$ cat src/rtl/seq_serializer.sv
// Parallel-to-serial front end: WIDTH-bit valid/ready words are shifted out one bit per clock.
// A one-entry holding register lets consecutive words stream with no idle gap.
module seq_serializer #(
  parameter int WIDTH     = 8,
  parameter bit MSB_FIRST = 1'b1,
  parameter bit IDLE_BIT  = 1'b0
) (
  input  logic             clk,
  input  logic             clr,
  input  logic [WIDTH-1:0] in_data,
  input  logic             in_valid,
  output logic             in_ready,
  output logic             ser_out,
  output logic             ser_valid,
  output logic             frame_start,
  output logic             word_done
);

  localparam int CNT_W = (WIDTH > 1) ? $clog2(WIDTH) : 1;
  localparam logic [CNT_W-1:0] LAST_IDX = CNT_W'(WIDTH - 1);

  typedef enum logic {IDLE, SHIFT} state_t;

  state_t           state;
  logic [WIDTH-1:0] hold_data;
  logic [WIDTH-1:0] sh_data;
  logic             hold_valid;
  logic [CNT_W-1:0] bit_cnt;
  logic             accept;
  logic             load;

  // Bit that goes on the line next, and the word with that bit consumed.
  function automatic logic head(input logic [WIDTH-1:0] w);
    return MSB_FIRST ? w[WIDTH-1] : w[0];
  endfunction

  function automatic logic [WIDTH-1:0] advance(input logic [WIDTH-1:0] w);
    return MSB_FIRST ? (w << 1) : (w >> 1);
  endfunction

  assign in_ready = !hold_valid && !clr;
  assign accept   = in_valid && in_ready;
  // A buffered word moves into the shifter when the line is idle or the current word ends.
  assign load     = hold_valid && ((state == IDLE) || (bit_cnt == LAST_IDX));

  // NOTE: hold_data and sh_data are never reset; hold_valid and the FSM gate every use of them.
  always_ff @(posedge clk) begin
    if (accept) hold_data <= in_data;
    if (load) sh_data <= advance(hold_data);
    else      sh_data <= advance(sh_data);
  end

  always_ff @(posedge clk) begin
    if (clr) begin
      state       <= IDLE;
      hold_valid  <= 1'b0;
      bit_cnt     <= '0;
      ser_out     <= IDLE_BIT;
      ser_valid   <= 1'b0;
      frame_start <= 1'b0;
      word_done   <= 1'b0;
    end else begin
      if (accept)    hold_valid <= 1'b1;
      else if (load) hold_valid <= 1'b0;

      // NOTE: non-blocking defaults here; a later assignment in the same edge overrides them.
      frame_start <= 1'b0;
      word_done   <= 1'b0;

      if (load) begin
        state       <= SHIFT;
        bit_cnt     <= '0;
        ser_out     <= head(hold_data);
        ser_valid   <= 1'b1;
        frame_start <= 1'b1;
      end else if ((state == SHIFT) && (bit_cnt != LAST_IDX)) begin
        bit_cnt   <= bit_cnt + 1'b1;
        ser_out   <= head(sh_data);
        ser_valid <= 1'b1;
        word_done <= (bit_cnt == LAST_IDX - 1'b1);
      end else begin
        state     <= IDLE;
        ser_out   <= IDLE_BIT;
        ser_valid <= 1'b0;
      end
    end
  end

endmodule

$ cat config.mk
export PLATFORM = sky130hd
export DESIGN_NAME = seq_serializer
export DESIGN_NICKNAME = d
export VERILOG_FILES = /design/src/rtl/seq_serializer.sv
export SDC_FILE = /design/constraint.sdc
export NUM_CORES = 1
export LEC_CHECK = 0
export BUFFER_PORTS_ARGS = -buffer_cell sky130_fd_sc_hd__buf_4
export CAP_MARGIN = 20
export CORE_MARGIN = 2
export CORE_UTILIZATION = 51
export CTS_CLUSTER_DIAMETER = 50
export DETAILED_ROUTE_END_ITERATION = 10
export PLACE_DENSITY_LB_ADDON = 0.25
export SLEW_MARGIN = 25
export SYNTH_ARGS = -nofsm -noshare
export SYNTH_HDL_FRONTEND = slang
export SYNTH_SLANG_ARGS = --single-unit
export TNS_END_PERCENT = 5
$ cat constraint.sdc
create_clock -name clk -period 1.94 [get_ports clk]
set_input_delay 0.097 -clock clk [delete_from_list [all_inputs] [get_ports clk]]
set_output_delay 0.097 -clock clk [all_outputs]
set_load 0.01 [all_outputs]
Yosys cells after proc, flatten, opt, wreduce, memory -nomap -nowiden
Cells that the tools add are included.
{ "op_classes": {"reduce_logical": 10, "bitwise_logic": 2, "eq_ne": 4, "n_addsub": 1, "mux": 10} }
{ "op_table": {"columns": ["cell", "count"], "rows": [
  ["$mux W1", 9],
  ["$mux W8", 1],
  ["$eq A3 B3 Y1 const B", 2],
  ["$logic_and A1 B1 Y1", 4],
  ["$add A3 B1 Y3 const B", 1],
  ["$ne A3 B3 Y1 const B", 1],
  ["$reduce_or A3 Y1", 1],
  ["$logic_not A1 Y1", 2],
  ["$ne A2 B2 Y1 const B", 1],
  ["$not A1 Y1", 2],
  ["$reduce_bool A2 Y1", 1],
  ["$reduce_or A2 Y1", 1],
  ["$logic_or A1 B1 Y1", 1]
]} }
{ "word_totals": {"regBits": 25, "out_inout_bits": 5, "inputBits": 11} }

Depth between registers and ports, before layout
{ "logic_depth": {"ltp_word": 5, "depth_mapped": 5, "depth_no_buf": 5} }

Worst setup path after synthesis
Ideal clock, no wire load.
{ "synth_path": {"path_kind": "flip-flop to flip-flop", "startpoint": "reg bit_cnt[0]", "endpoint": "reg sh_data[2]", "n_path_buf": 0, "stages_incl_launch_ff": 6, "setup_time_ps": 121, "period_less_slack_ps": 1392, "required_time_ps": 1819, "t_arrival_ps": 1271, "slack_ps": 548, "path_cell_list": "dfxtp_1 -> ha_1 -> ha_1 -> nand2b_4 -> nand2_8 -> mux2_4"} }
{ "synth_via": {"elab_chain_cells": 4} }
{ "synth_lines": {"columns": ["element", "line", "rtl"], "rows": [
  ["start: declaration", "28", "logic [CNT_W-1:0] bit_cnt;"],
  ["start signal: assignment", "77", "bit_cnt <= bit_cnt + 1'b1;"],
  ["$eq A3 B3 Y1", "44", "assign load = hold_valid && ((state == IDLE) || (bit_cnt == LAST_IDX));"],
  ["$logic_or A1 B1 Y1", "44", null],
  ["$logic_and A1 B1 Y1", "44", null],
  ["$mux W8", "49", "if (load) sh_data <= advance(hold_data);"],
  ["end signal: assignment", "49", null],
  ["end signal: assignment", "50", "else sh_data <= advance(sh_data);"],
  ["end: declaration", "26", "logic [WIDTH-1:0] sh_data;"]
]} }
Every way passes these cells.
A chain may end at the register's enable or synchronous reset.

Worst setup path after layout
{ "layout_path": {"startpoint": "reg bit_cnt[1]", "endpoint": "reg sh_data[3]"} }
Same word-level chain as after synthesis.

==> run_results.csv <==
group,metric,value,unit
timing,slew_violations,0,
clocking,cts-root-buf,"clkbuf_4",
global_route,grt_pass1_vias,511,
worst_setup_path,cp-start-kind,"register",
timing,setup_tns,0,ps
yosys,ys_types,21,
clocking,h-tree-depth,1,
global_route,antenna_found_initial,0,
die,die_y,45.5,um
worst_hold_path,hold_start,"in_valid",
timing,relSlewSlack,70.4,%
detailed_routing,first_pass_iters,2,
clocking,cts_sinks,24,
timing,timing.fmax,672,MHz
pwr,p_leak,0.478,nW
final_layout,fin_nets,102,
worst_setup_path,critPathLaunch,"bit_cnt[1]",
yosys,synth_area_leaders,"dfxtp_1 37%, edfxtp_1 27%, mux2_4 10%",
run,drv_cap,0,
yosys,syn_nets,76,
die,initial_core_util,56.3,%
yosys,ys_seq_area_share,63.9,%
worst_setup_path,cp-end-kind,"register",
clocking,clk_latency,310,ps
worst_hold_path,hp-class,"in -> reg",
final_layout,finish.utilization,72.1,%
yosys,synthCells,62,
detailed_routing,vias_per_cell,4.99,
placed_design,place.gp.congestion,0.731,
yosys,synth_area_leader_cell,"dfxtp_1",
clocking,cts_buffer_depth,2,
pwr,ir_drop,539,uV
detailed_routing,drc,0,
yosys,synth.ff_latch_count,24,
die,coreArea,0.00156,mm2
final_layout,fillCellCount,110,
clocking,cts_buffers,3,
die,ios,16,
worst_setup_path,reg2reg_from,"bit_cnt[1]",
timing,fin_crit_sh,76.7,%
detailed_routing,drt-wirelength-per-cell,13.2,um
yosys,netlist.area_leader.share,36.5,%
timing,hold_ws,23.5,ps
yosys,syn_area_per_cell,14.1,um2
clocking,hold_buffers,8,
die,die_x,45.5,um
clocking,clk_pin_slew,130,ps
global_route,grt_max_degree,15,
clocking,cts_tree,"done",
worst_setup_path,critPathRequiredTime,2150,ps
worst_setup_path,cp_max_fo,7,
status,status,"completed",
global_route,grt_pass1_wl,2.28,mm
global_route,track_usage,15.6,%
clocking,postCtsSetupBuffers,0,
timing,fin_skew,6.30,ps
pwr,p_total,1.04,mW
timing,final.min_clock_period,1490,ps
final_layout,area_growth,28.1,%
yosys,syn_area,877,um2
timing,finalSetupViolations,0,
worst_setup_path,arrival,1700,ps
placed_design,io_buffers,15,
yosys,yosysWarnings,0,
global_route,grt-ovfl-total,0,
pwr,p_per_area,921,mW/mm2
placed_design,dp_hpwl,917,um
timing,finalHoldViolations,0,
timing,tightest_slew,443,ps
detailed_routing,routed-via-count,514,
detailed_routing,drt-total-wl,1.36,mm
die,rows,14,
timing,rsz0062_at_grt,"no",
clocking,cts_resized,0,
worst_setup_path,crit_type,"reg -> reg",
final_layout,antenna_cells,0,
die,die_area,0.00207,mm2
detailed_routing,ant_nets,0,
final_layout,drive_gt1_share,33.3,%
detailed_routing,drt-initial-drc-count,2,
## cells in the mapped netlist
library cell / n
a21oi_1: 4
and2_1: 1
and3_2: 1
buf_2: 1
clkbuf_8: 1
dfxtp_1: 16
edfxtp_1: 8
ha_1: 3
inv_1: 1
mux2_4: 6
mux2i_1: 1
nand2_1: 4
nand2_8: 1
nand2b_1: 1
nand2b_4: 1
nand3_1: 1
nand3b_1: 2
nor2_1: 6
nor2b_4: 1
nor3_1: 1
or3_1: 1
## routing by layer
| metal | routed length (um) | vias up | track usage [%] |
|---|---|---|---|
| li1 | - | 262 | - |
| met1 | 635 | 242 | 21.8 |
| met2 | 668 | 10 | 23.9 |
| met3 | 51 | 0 | 3.57 |
| met4 | 0 | 0 | 5.29 |
| met5 | 0 | - | 0 |
## metrics by stage
step           cell area, um2  instances  setup WS, ps
5_1_grt                  1120        103           368
2_1_floorplan             877         62           548
4_1_cts                  1120        103           454
3_3_place_gp              991         91           512
3_5_place_dp              991         91           470
6_report                 1120        103           453
## sequential cells by signal (all words and copies together), names as in the netlist
name	count
hold_valid	1
frame_start	1
hold_data	8
ser_out	1
ser_valid	1
word_done	1
state	1
bit_cnt	3
sh_data	7
## cell usage in the layout, fill, tap and decap left out
cell type	n
dfxtp_1	16
buf_4	15
dlygate4sd3_1	8
edfxtp_1	8
nor2_1	6
mux2_4	6
nand2_1	4
a21oi_1	4
ha_1	3
clkbuf_4	3
nand3b_1	2
inv_1	1
and2_1	1
nand2b_4	1
nand2_8	1
nor2b_4	1
nand3_1	1
nor3_1	1
mux2i_1	1
and3_2	1
nand2b_1	1
or3_1	1
bufinv_16	1
## critical path, stage by stage (launching register included)
cell,delay [ps]
dfxtp_1,350
ha_1,190
ha_1,220
nand2b_4,200
nand2_8,120
mux2_4,310
## path summary, 6_finish.rpt
check | end | cells after the start | slack, ps
worst min-delay path | hold_valid | 3 | 20
worst max register to register | sh_data[3] | 5 | 450
worst max-delay path | sh_data[3] | 5 | 450
worst min register to register | word_done | 2 | 470
## cell families after synthesis
group / count (synthesis) / share of synthesized area, %
multiplexers: 7 / 11.4
adder cells (fa/ha/maj): 3 / 4.28
AND/OR/NAND/NOR: 21 / 15.5
buffers and inverters: 3 / 2.57
AO/OA/AOI/OAI: 4 / 2.28
flip-flops: 24 / 63.9
## layout make-up
type | instances | area (um2) | share of cell area (%)
flip-flops and latches | 24 | 561 | 49.9
multi-input cells | 35 | 294 | 26.2
repair buffers | 23 | 193 | 17.1
clock inverters | 1 | 30.0 | 2.67
clock buffers | 3 | 22.5 | 2.00
well taps | 16 | 20.0 | 1.78
inverters | 1 | 3.75 | 0.334
## report_power, final
group	internal (mW)	total [mW]	switching, mW
clock network	0.209	0.355	0.146
logic	0.0683	0.109	0.0409
registers	0.555	0.571	0.0167
No activity file was read; power rests on OpenSTA's default activity.
